`src/rtl/ocp_mem_bist_if.sv`:
```
// OCP master/slave signal bundle used by the memory BIST initiator.
// The OCP width and encoding macros are defined here as well as in the core.
`ifndef OCP_MEM_BIST_DEFS
`define OCP_MEM_BIST_DEFS
`define ADDR_WIDTH 32
`define DATA_WIDTH 32
`define BEN_WIDTH 4
`define OCP_CMD_IDLE 3'b000
`define OCP_CMD_WRITE 3'b001
`define OCP_CMD_READ 3'b010
`define OCP_RESP_NULL 2'b00
`define OCP_RESP_DVA 2'b01
`define OCP_RESP_ERR 2'b11
`endif

interface ocp_mem_bist_if;
  logic [`ADDR_WIDTH-1:0] o_MAddr;
  logic [2:0]             o_MCmd;
  logic [`DATA_WIDTH-1:0] o_MData;
  logic [`BEN_WIDTH-1:0]  o_MByteEn;
  logic                   i_SCmdAccept;
  logic [`DATA_WIDTH-1:0] i_SData;
  logic [1:0]             i_SResp;

  modport master (
    output o_MAddr, o_MCmd, o_MData, o_MByteEn,
    input  i_SCmdAccept, i_SData, i_SResp
  );

  modport slave (
    input  o_MAddr, o_MCmd, o_MData, o_MByteEn,
    output i_SCmdAccept, i_SData, i_SResp
  );
endinterface

```
`src/rtl/ocp_mem_bist.sv`:
```
// OCP RAM BIST initiator: write pattern pass, read-compare pass.
// Define OCP_BIST_LFSR_EN for an LFSR pattern; default is address XOR seed.
`ifndef OCP_MEM_BIST_DEFS
`define OCP_MEM_BIST_DEFS
`define ADDR_WIDTH 32
`define DATA_WIDTH 32
`define BEN_WIDTH 4
`define OCP_CMD_IDLE 3'b000
`define OCP_CMD_WRITE 3'b001
`define OCP_CMD_READ 3'b010
`define OCP_RESP_NULL 2'b00
`define OCP_RESP_DVA 2'b01
`define OCP_RESP_ERR 2'b11
`endif

module ocp_mem_bist #(
  parameter int RESP_TIMEOUT = 255
) (
  input  logic                   clk,
  input  logic                   nrst,
  input  logic                   i_start,
  input  logic [`ADDR_WIDTH-1:0] i_base,
  input  logic [15:0]            i_count,
  input  logic [`DATA_WIDTH-1:0] i_seed,
  output logic                   o_busy,
  output logic                   o_done,
  output logic                   o_fail,
  output logic                   o_timeout,
  output logic [15:0]            o_err_count,
  output logic [`ADDR_WIDTH-1:0] o_fail_addr,
  ocp_mem_bist_if.master         bus
);

  typedef enum logic [2:0] {
    S_IDLE, S_WR_CMD, S_WR_RESP,
    S_RD_CMD, S_RD_RESP, S_DONE
  } state_t;

  localparam logic [7:0] TMO_LAST = 8'(RESP_TIMEOUT - 1);
  localparam logic [`ADDR_WIDTH-1:0] A_MASK = ~(`ADDR_WIDTH'(3));

  state_t                 r_state, w_nstate;
  logic [`ADDR_WIDTH-1:0] r_ptr, w_ptr_nx;
  logic [`ADDR_WIDTH-1:0] r_base, w_base_nx;
  logic [15:0]            r_cnt, w_cnt_nx;
  logic [15:0]            r_cnt0, w_cnt0_nx;
  logic [`DATA_WIDTH-1:0] r_seed, w_seed_nx;
  logic [7:0]             r_tmo, w_tmo_nx;
  logic                   w_clr, w_err, w_tmo_hit, w_adv;
  logic                   w_resp;
  logic [`DATA_WIDTH-1:0] w_pat, w_pat_nx;

  logic                   r_busy, r_done, r_fail, r_timeout;
  logic [15:0]            r_err_count;
  logic [`ADDR_WIDTH-1:0] r_fail_addr, r_maddr;
  logic [2:0]             r_mcmd;
  logic [`DATA_WIDTH-1:0] r_mdata;
  logic [`BEN_WIDTH-1:0]  r_mben;

`ifdef OCP_BIST_LFSR_EN
  logic [`DATA_WIDTH-1:0] r_lfsr, w_lfsr_nx, w_seed_in;

  // Galois form, polynomial 0x80200003; a zero seed would lock up
  function automatic logic [31:0] lfsr_step(input logic [31:0] v);
    lfsr_step = {1'b0, v[31:1]} ^ (v[0] ? 32'h8020_0003 : 32'h0);
  endfunction

  assign w_seed_in = (i_seed == '0) ? `DATA_WIDTH'(1) : i_seed;
  assign w_pat     = r_lfsr;
  assign w_pat_nx  = w_lfsr_nx;
`else
  logic [`DATA_WIDTH-1:0] w_seed_in;

  assign w_seed_in = i_seed;
  assign w_pat     = r_ptr ^ r_seed;
  assign w_pat_nx  = w_ptr_nx ^ w_seed_nx;
`endif

  assign w_resp = bus.i_SResp != `OCP_RESP_NULL;

  always_comb begin
    w_nstate  = r_state;
    w_ptr_nx  = r_ptr;
    w_base_nx = r_base;
    w_cnt_nx  = r_cnt;
    w_cnt0_nx = r_cnt0;
    w_seed_nx = r_seed;
    w_tmo_nx  = r_tmo;
    w_clr     = 1'b0;
    w_err     = 1'b0;
    w_tmo_hit = 1'b0;
    w_adv     = 1'b0;
`ifdef OCP_BIST_LFSR_EN
    w_lfsr_nx = r_lfsr;
`endif
    unique case (r_state)
      S_IDLE, S_DONE: begin
        if (i_start) begin
          w_clr     = 1'b1;
          w_base_nx = i_base & A_MASK;
          w_ptr_nx  = i_base & A_MASK;
          w_cnt_nx  = i_count;
          w_cnt0_nx = i_count;
          w_seed_nx = w_seed_in;
`ifdef OCP_BIST_LFSR_EN
          w_lfsr_nx = w_seed_in;
`endif
          w_nstate  = (i_count == 16'd0) ? S_DONE : S_WR_CMD;
        end
      end
      S_WR_CMD: begin
        if (bus.i_SCmdAccept) begin
          w_nstate = S_WR_RESP;
          w_tmo_nx = 8'd0;
        end
      end
      S_RD_CMD: begin
        if (bus.i_SCmdAccept) begin
          w_nstate = S_RD_RESP;
          w_tmo_nx = 8'd0;
        end
      end
      S_WR_RESP, S_RD_RESP: begin
        if (w_resp) begin
          w_adv = 1'b1;
          w_err = (bus.i_SResp == `OCP_RESP_ERR) ||
                  ((r_state == S_RD_RESP) &&
                   (bus.i_SData != w_pat));
        end else if (r_tmo == TMO_LAST) begin
          w_tmo_hit = 1'b1;
          w_nstate  = S_DONE;
        end else begin
          w_tmo_nx = r_tmo + 8'd1;
        end
      end
      default: w_nstate = S_IDLE;
    endcase

    if (w_adv) begin
      if (r_cnt == 16'd1) begin
        w_ptr_nx = r_base;
        w_cnt_nx = r_cnt0;
`ifdef OCP_BIST_LFSR_EN
        w_lfsr_nx = r_seed;
`endif
        w_nstate = (r_state == S_WR_RESP) ? S_RD_CMD : S_DONE;
      end else begin
        w_ptr_nx = r_ptr + `ADDR_WIDTH'(4);
        w_cnt_nx = r_cnt - 16'd1;
`ifdef OCP_BIST_LFSR_EN
        w_lfsr_nx = lfsr_step(r_lfsr);
`endif
        w_nstate = (r_state == S_WR_RESP) ? S_WR_CMD : S_RD_CMD;
      end
    end
  end

  always_ff @(posedge clk or negedge nrst) begin
    if (!nrst) begin
      r_state <= S_IDLE;
      r_ptr   <= '0;
      r_base  <= '0;
      r_cnt   <= '0;
      r_cnt0  <= '0;
      r_seed  <= '0;
      r_tmo   <= '0;
`ifdef OCP_BIST_LFSR_EN
      r_lfsr  <= '0;
`endif
    end else begin
      r_state <= w_nstate;
      r_ptr   <= w_ptr_nx;
      r_base  <= w_base_nx;
      r_cnt   <= w_cnt_nx;
      r_cnt0  <= w_cnt0_nx;
      r_seed  <= w_seed_nx;
      r_tmo   <= w_tmo_nx;
`ifdef OCP_BIST_LFSR_EN
      r_lfsr  <= w_lfsr_nx;
`endif
    end
  end

  // Bus outputs are registered from the next-state view
  always_ff @(posedge clk or negedge nrst) begin
    if (!nrst) begin
      r_mcmd  <= `OCP_CMD_IDLE;
      r_maddr <= '0;
      r_mdata <= '0;
      r_mben  <= '0;
      r_busy  <= 1'b0;
      r_done  <= 1'b0;
    end else begin
      r_maddr <= w_ptr_nx;
      r_mdata <= w_pat_nx;
      r_busy  <= (w_nstate != S_IDLE) &&
                 (w_nstate != S_DONE);
      r_done  <= w_nstate == S_DONE;
      unique case (1'b1)
        w_nstate == S_WR_CMD: begin
          r_mcmd <= `OCP_CMD_WRITE;
          r_mben <= '1;
        end
        w_nstate == S_RD_CMD: begin
          r_mcmd <= `OCP_CMD_READ;
          r_mben <= '1;
        end
        default: begin
          r_mcmd <= `OCP_CMD_IDLE;
          r_mben <= '0;
        end
      endcase
    end
  end

  always_ff @(posedge clk or negedge nrst) begin
    if (!nrst) begin
      r_fail      <= 1'b0;
      r_timeout   <= 1'b0;
      r_err_count <= '0;
      r_fail_addr <= '0;
    end else if (w_clr) begin
      r_fail      <= 1'b0;
      r_timeout   <= 1'b0;
      r_err_count <= '0;
      r_fail_addr <= '0;
    end else begin
      if (w_err && (r_err_count != 16'hFFFF))
        r_err_count <= r_err_count + 16'd1;
      if (w_tmo_hit)
        r_timeout <= 1'b1;
      if (w_err || w_tmo_hit) begin
        r_fail <= 1'b1;
        if (!r_fail)
          r_fail_addr <= r_ptr;
      end
    end
  end

  assign bus.o_MCmd    = r_mcmd;
  assign bus.o_MAddr   = r_maddr;
  assign bus.o_MData   = r_mdata;
  assign bus.o_MByteEn = r_mben;
  assign o_busy        = r_busy;
  assign o_done        = r_done;
  assign o_fail        = r_fail;
  assign o_timeout     = r_timeout;
  assign o_err_count   = r_err_count;
  assign o_fail_addr   = r_fail_addr;

endmodule

```
`src/flat_wrapper.sv`:
```
// flat-port wrapper written by rule: the top's interface ports become plain ports
module ocp_mem_bist_flat 
#(
  parameter int RESP_TIMEOUT = 255
)
  (clk, nrst, i_start, i_base, i_count, i_seed, o_busy, o_done, o_fail, o_timeout, o_err_count, o_fail_addr, bus_o_MAddr, bus_o_MCmd, bus_o_MData, bus_o_MByteEn, bus_i_SCmdAccept, bus_i_SData, bus_i_SResp);
  ocp_mem_bist_if bus_i ();
  input  logic clk;
  input  logic nrst;
  input  logic i_start;
  input  logic [`ADDR_WIDTH-1:0] i_base;
  input  logic [15:0] i_count;
  input  logic [`DATA_WIDTH-1:0] i_seed;
  output logic o_busy;
  output logic o_done;
  output logic o_fail;
  output logic o_timeout;
  output logic [15:0] o_err_count;
  output logic [`ADDR_WIDTH-1:0] o_fail_addr;
  output wire logic [$bits(bus_i.o_MAddr)-1:0] bus_o_MAddr;
  output wire logic [$bits(bus_i.o_MCmd)-1:0] bus_o_MCmd;
  output wire logic [$bits(bus_i.o_MData)-1:0] bus_o_MData;
  output wire logic [$bits(bus_i.o_MByteEn)-1:0] bus_o_MByteEn;
  input wire logic [$bits(bus_i.i_SCmdAccept)-1:0] bus_i_SCmdAccept;
  input wire logic [$bits(bus_i.i_SData)-1:0] bus_i_SData;
  input wire logic [$bits(bus_i.i_SResp)-1:0] bus_i_SResp;
  assign bus_o_MAddr = bus_i.o_MAddr;
  assign bus_o_MCmd = bus_i.o_MCmd;
  assign bus_o_MData = bus_i.o_MData;
  assign bus_o_MByteEn = bus_i.o_MByteEn;
  assign bus_i.i_SCmdAccept = bus_i_SCmdAccept;
  assign bus_i.i_SData = bus_i_SData;
  assign bus_i.i_SResp = bus_i_SResp;
  ocp_mem_bist #(.RESP_TIMEOUT(RESP_TIMEOUT)) u_core (.clk(clk), .nrst(nrst), .i_start(i_start), .i_base(i_base), .i_count(i_count), .i_seed(i_seed), .o_busy(o_busy), .o_done(o_done), .o_fail(o_fail), .o_timeout(o_timeout), .o_err_count(o_err_count), .o_fail_addr(o_fail_addr), .bus(bus_i));
endmodule
```
`config.mk`:
```
export PLATFORM = sky130hd
export DESIGN_NAME = ocp_mem_bist_flat
export DESIGN_NICKNAME = d
export VERILOG_FILES = /design/src/rtl/ocp_mem_bist_if.sv /design/src/rtl/ocp_mem_bist.sv /design/src/flat_wrapper.sv
export SDC_FILE = /design/constraint.sdc
export NUM_CORES = 1
export LEC_CHECK = 0
export ABC_CLOCK_PERIOD_IN_PS = 9300
export BUFFER_PORTS_ARGS = -buffer_cell sky130_fd_sc_hd__buf_2
export CAP_MARGIN = 20
export CORE_UTILIZATION = 59
export DETAILED_ROUTE_END_ITERATION = 8
export PLACE_DENSITY = 0.85
export SYNTH_ARGS = -nofsm -noshare
export SYNTH_HDL_FRONTEND = slang
export SYNTH_SLANG_ARGS = --single-unit
```
`constraint.sdc`:
```
create_clock -name clk -period 9.3 [get_ports clk]
set_clock_uncertainty 0.2 [all_clocks]
set_input_delay 0.93 -clock clk [delete_from_list [all_inputs] [get_ports clk]]
set_output_delay 0.93 -clock clk [all_outputs]
set_load 0.01 [all_outputs]
```
==> results.sh <==
export IMPL_sequentialPowerShare_pct=35.8
export IMPL_pwr_share_comb_pct=43.7
export IMPL_cts_setup_buffers=0
export IMPL_yosys_warnings=0
export IMPL_vias=10030
export IMPL_ys_types=68
export IMPL_wirelength_microns=32270
export IMPL_cp_end_kind="flip-flop"
export IMPL_path_clk_slew_ns=0.06
export IMPL_outcome="finished clean"
export IMPL_required_ns=9.52
export IMPL_cts_buffers=24
export IMPL_p_switching_mw=1.996
export IMPL_grt_overflow=0
export IMPL_path_class="reg -> reg"
export IMPL_ys_top_cells_by_count="nand2_1 (330), dfrtp_1 (224), nand3_1 (62)"
export IMPL_antenna_found_initial=6
export IMPL_reg2reg_depth=7
export IMPL_rsz0062_at_grt="false"
export IMPL_synth_edf_count=0
export IMPL_timing_rr_start="u_core.r_ptr[2]$_DFF_PN0_"
export IMPL_cts_root_buffer="clkbuf_16"
export IMPL_ys_flop_type="dfrtp_1"
export IMPL_netSwitchingFraction_pct=39.74
export IMPL_synth_cells=1222
export IMPL_die_x_microns=143.1
export IMPL_synth_area_sq_um=11750
export IMPL_power_density_nw_per_um2=361.1
export IMPL_max_vdd_ir_drop_uv=214.0
export IMPL_io_pins=241
export IMPL_drive_above_1_share_pct=22.64
export IMPL_cts_resized=0
export IMPL_syn_area_per_cell_sq_um=9.614
export IMPL_yosysSeqAreaShare_pct=47.71
export IMPL_setup_worst_path_start_class="flip-flop"
export IMPL_nets=1538
export IMPL_grt_pass1_vias=9766
export IMPL_dieArea_sq_um=20480
export IMPL_finalSetupViolCount=0
export IMPL_grt_max_degree=104
export IMPL_min_period_ns=3.585
export IMPL_rows=51
export IMPL_crit_end="u_core.o_fail_addr[26]$_DFFE_PN0P_"
export IMPL_h_tree_depth=1
export IMPL_yosys_area_top_type_share_pct=47.71
export IMPL_finalPower_mw=5.022
export IMPL_final_max_slew_viol_count=0
export IMPL_hold_viol_final=0
export IMPL_ant_nets=0
export IMPL_area_delta_synth_final_pct=18.37
export IMPL_insertion_delay_ns=0.52
export IMPL_crit_arrival_ns=3.80
export IMPL_viasPerCell=5.903
export IMPL_fillers=1415
export IMPL_yosysMostFrequentCell="nand2_1"
export IMPL_cts_sinks=224
export IMPL_route_detailed_drc=0
export IMPL_maxCapViolations=0
export IMPL_firstDrtPassIters=6
export IMPL_worst_pin_slew_ns=0.9768
export IMPL_hold_buffers=0
export IMPL_io_buffers=237
export IMPL_grt_first_pass_wirelength_microns=50510
export IMPL_clock_path_buffers=3
export IMPL_crit_fanout=17
export IMPL_fin_crit_sh_pct=38.55
export IMPL_r2r_end="u_core.o_fail_addr[26]$_DFFE_PN0P_"
export IMPL_synth_area_leaders="dfrtp_1 (48%), nand2_1 (11%), xnor3_1 (6.1%), xor2_1 (3.9%), nand3_1 (2.6%)"
export IMPL_synth_seq_cells=224
export IMPL_globalplace_congestion=0.8610
export IMPL_hpwl_microns=21880
export IMPL_mappedNetlistNets=1347
export IMPL_p_int_mw=3.027
export IMPL_r2r_setup_slack_ns=5.71
export IMPL_crit_chain="xnor3_1, nand4_1, nor4_1, a21o_1, buf_16, nand3_1, a21oi_1"
export IMPL_max_slew_margin_pct=34.28
export IMPL_cp_startpoint="u_core.r_ptr[2]$_DFF_PN0_"
export IMPL_hold_class="in -> async"
export IMPL_wl_per_cell_microns=18.99
export IMPL_finalSetupTns_ns=0
export IMPL_crit_path_max_incr_delay_ns=0.87
export IMPL_max_freq_ghz=0.2789
export IMPL_core_sq_um=19460
export IMPL_yosysTopAreaCell="dfrtp_1"
export IMPL_grtUsageTotal_pct=32.08
export IMPL_die_y_microns=143.1
export IMPL_critPathSlowestCell="nor4_1"
export IMPL_leakagePower_nw=7.052
export IMPL_start_util_pct=60.37
export IMPL_cts_tree="built"
export IMPL_async_flop_share_pct=100.0
export IMPL_clkPwrFrac_pct=20.5
export IMPL_first_iter_violations=843
placed cells by master, fill, tap and decap left out, types with 4 or more instances in the layout:
cell | Yosys | final
a211oi_1 | 10 | 9
a21o_1 | 11 | 11
a21oi_1 | 56 | 54
a31o_2 | 4 | 4
a31oi_1 | 16 | 16
a31oi_4 | 12 | 12
a41o_1 | 4 | 4
and2_1 | 6 | 6
and3_1 | 29 | 29
and4_1 | 7 | 7
buf_2 | 8 | 236
buf_4 | 4 | 11
bufinv_16 | 0 | 4
clkbuf_1 | 61 | 7
clkbuf_16 | 0 | 25
clkbuf_8 | 0 | 4
dfrtp_1 | 224 | 224
ha_1 | 7 | 7
inv_1 | 11 | 11
mux2i_1 | 15 | 15
nand2_1 | 330 | 330
nand2b_1 | 11 | 10
nand3_1 | 62 | 62
nand3b_1 | 7 | 7
nand4_1 | 28 | 28
nor2_1 | 41 | 41
nor3_1 | 14 | 14
nor4_1 | 12 | 12
o21a_1 | 6 | 6
o21ai_0 | 49 | 49
o22ai_1 | 4 | 4
or3_1 | 6 | 6
or4_1 | 4 | 4
xnor2_1 | 23 | 23
xnor3_1 | 32 | 32
xor2_1 | 52 | 52
per-layer routing:
metal  share of wire (%)  GRT usage [%]
met5                0.11              0
met4                 4.4          13.98
met3                 9.3          8.518
met2                  47          51.04
met1                  39          41.33
stage by stage:
step | cells | worst slack, ns | utilization [%] | hold slack, ns | cell area [sq um]
global placement | 1650 | 5.354 | 66.80 | 0.2491 | 13000
finish | 1699 | 5.715 | 71.46 | 0.2362 | 13910
CTS | 1696 | 5.767 | 71.42 | 0.2689 | 13900
floorplan | 1222 | 6.219 | - | 0.2371 | 11750
detailed placement | 1652 | 5.499 | 67.02 | 0.2539 | 13040
global route | 1698 | 5.488 | 71.44 | 0.2906 | 13900
cell type report:
class | count | area, sq um | share of cell area (%)
Antenna cell | 3 | 7.507 | 0.05398
Clock buffer | 36 | 706.9 | 5.083
Clock inverter | 8 | 148.9 | 1.071
Inverter | 12 | 50.05 | 0.3599
Multi-Input combinational cell | 901 | 5736 | 41.24
Sequential cell | 224 | 5605 | 40.31
Tap cell | 265 | 331.6 | 2.384
Timing Repair Buffer | 250 | 1321 | 9.501
registers in the layout, indices dropped and copies added (netlist names), 2 cells and up:
signal,count
u_core.bus.o_MCmd,2
u_core.bus.o_MData,32
u_core.o_err_count,16
u_core.o_fail_addr,32
u_core.r_base,30
u_core.r_cnt,16
u_core.r_cnt0,16
u_core.r_ptr,32
u_core.r_seed,32
u_core.r_state,3
u_core.r_tmo,8
power by group through the flow:
| stage | sequential [mW] | clock (mW) | combinational, mW |
|---|---|---|---|
| detailed placement | 1.80 | 0 | 2.17 |
| CTS | 1.79 | 1.04 | 2.19 |
| finish | 1.80 | 1.03 | 2.19 |
| global route | 1.84 | 1.08 | 2.40 |
| floorplan | 1.75 | 0 | 1.52 |
| global placement | 1.78 | 0 | 2.10 |
logic make-up (layout without fill, tap and decap cells):
kind of cell    Yosys count  in the layout  share of synthesized area (%)
fa+ha+maj                 7              7                         0.7454
xor+xnor                107            107                          11.73
simple gates            571            571                          22.30
flops                   224            224                          47.71
compound gates          200            200                          12.51
mux                      15             15                          1.278
buf+inv                  97            306                          3.695
other cells               1              4                        0.03192
worst max-delay path: cells and delay by family (launching register included):
kind | cells | cell delay, ns
xor+xnor | 1 | 0.52
simple gates | 3 | 1.12
flops | 1 | 0.52
compound gates | 2 | 0.90
buf+inv | 1 | 0.23
how the worst min path moves through the flow:
| stage | slack [ns] | depth (start not counted) | end | startpoint |
|---|---|---|---|---|
| final | 0.24 | 1 | u_core.o_fail_addr[23]$_DFFE_PN0P_ | nrst |
| after global routing | 0.29 | 2 | u_core.r_base[16]$_DFFE_PN0P_ | u_core.r_base[16]$_DFFE_PN0P_ |
| after CTS | 0.27 | 2 | u_core.r_base[16]$_DFFE_PN0P_ | u_core.r_base[16]$_DFFE_PN0P_ |
| after detailed placement | 0.25 | 2 | u_core.r_base[16]$_DFFE_PN0P_ | u_core.r_base[16]$_DFFE_PN0P_ |
| after global placement | 0.25 | 2 | u_core.r_base[13]$_DFFE_PN0P_ | u_core.r_base[13]$_DFFE_PN0P_ |
| after floorplan | 0.24 | 2 | u_core.r_base[13]$_DFFE_PN0P_ | u_core.r_base[13]$_DFFE_PN0P_ |
Power figures use the tool's default switching activity.
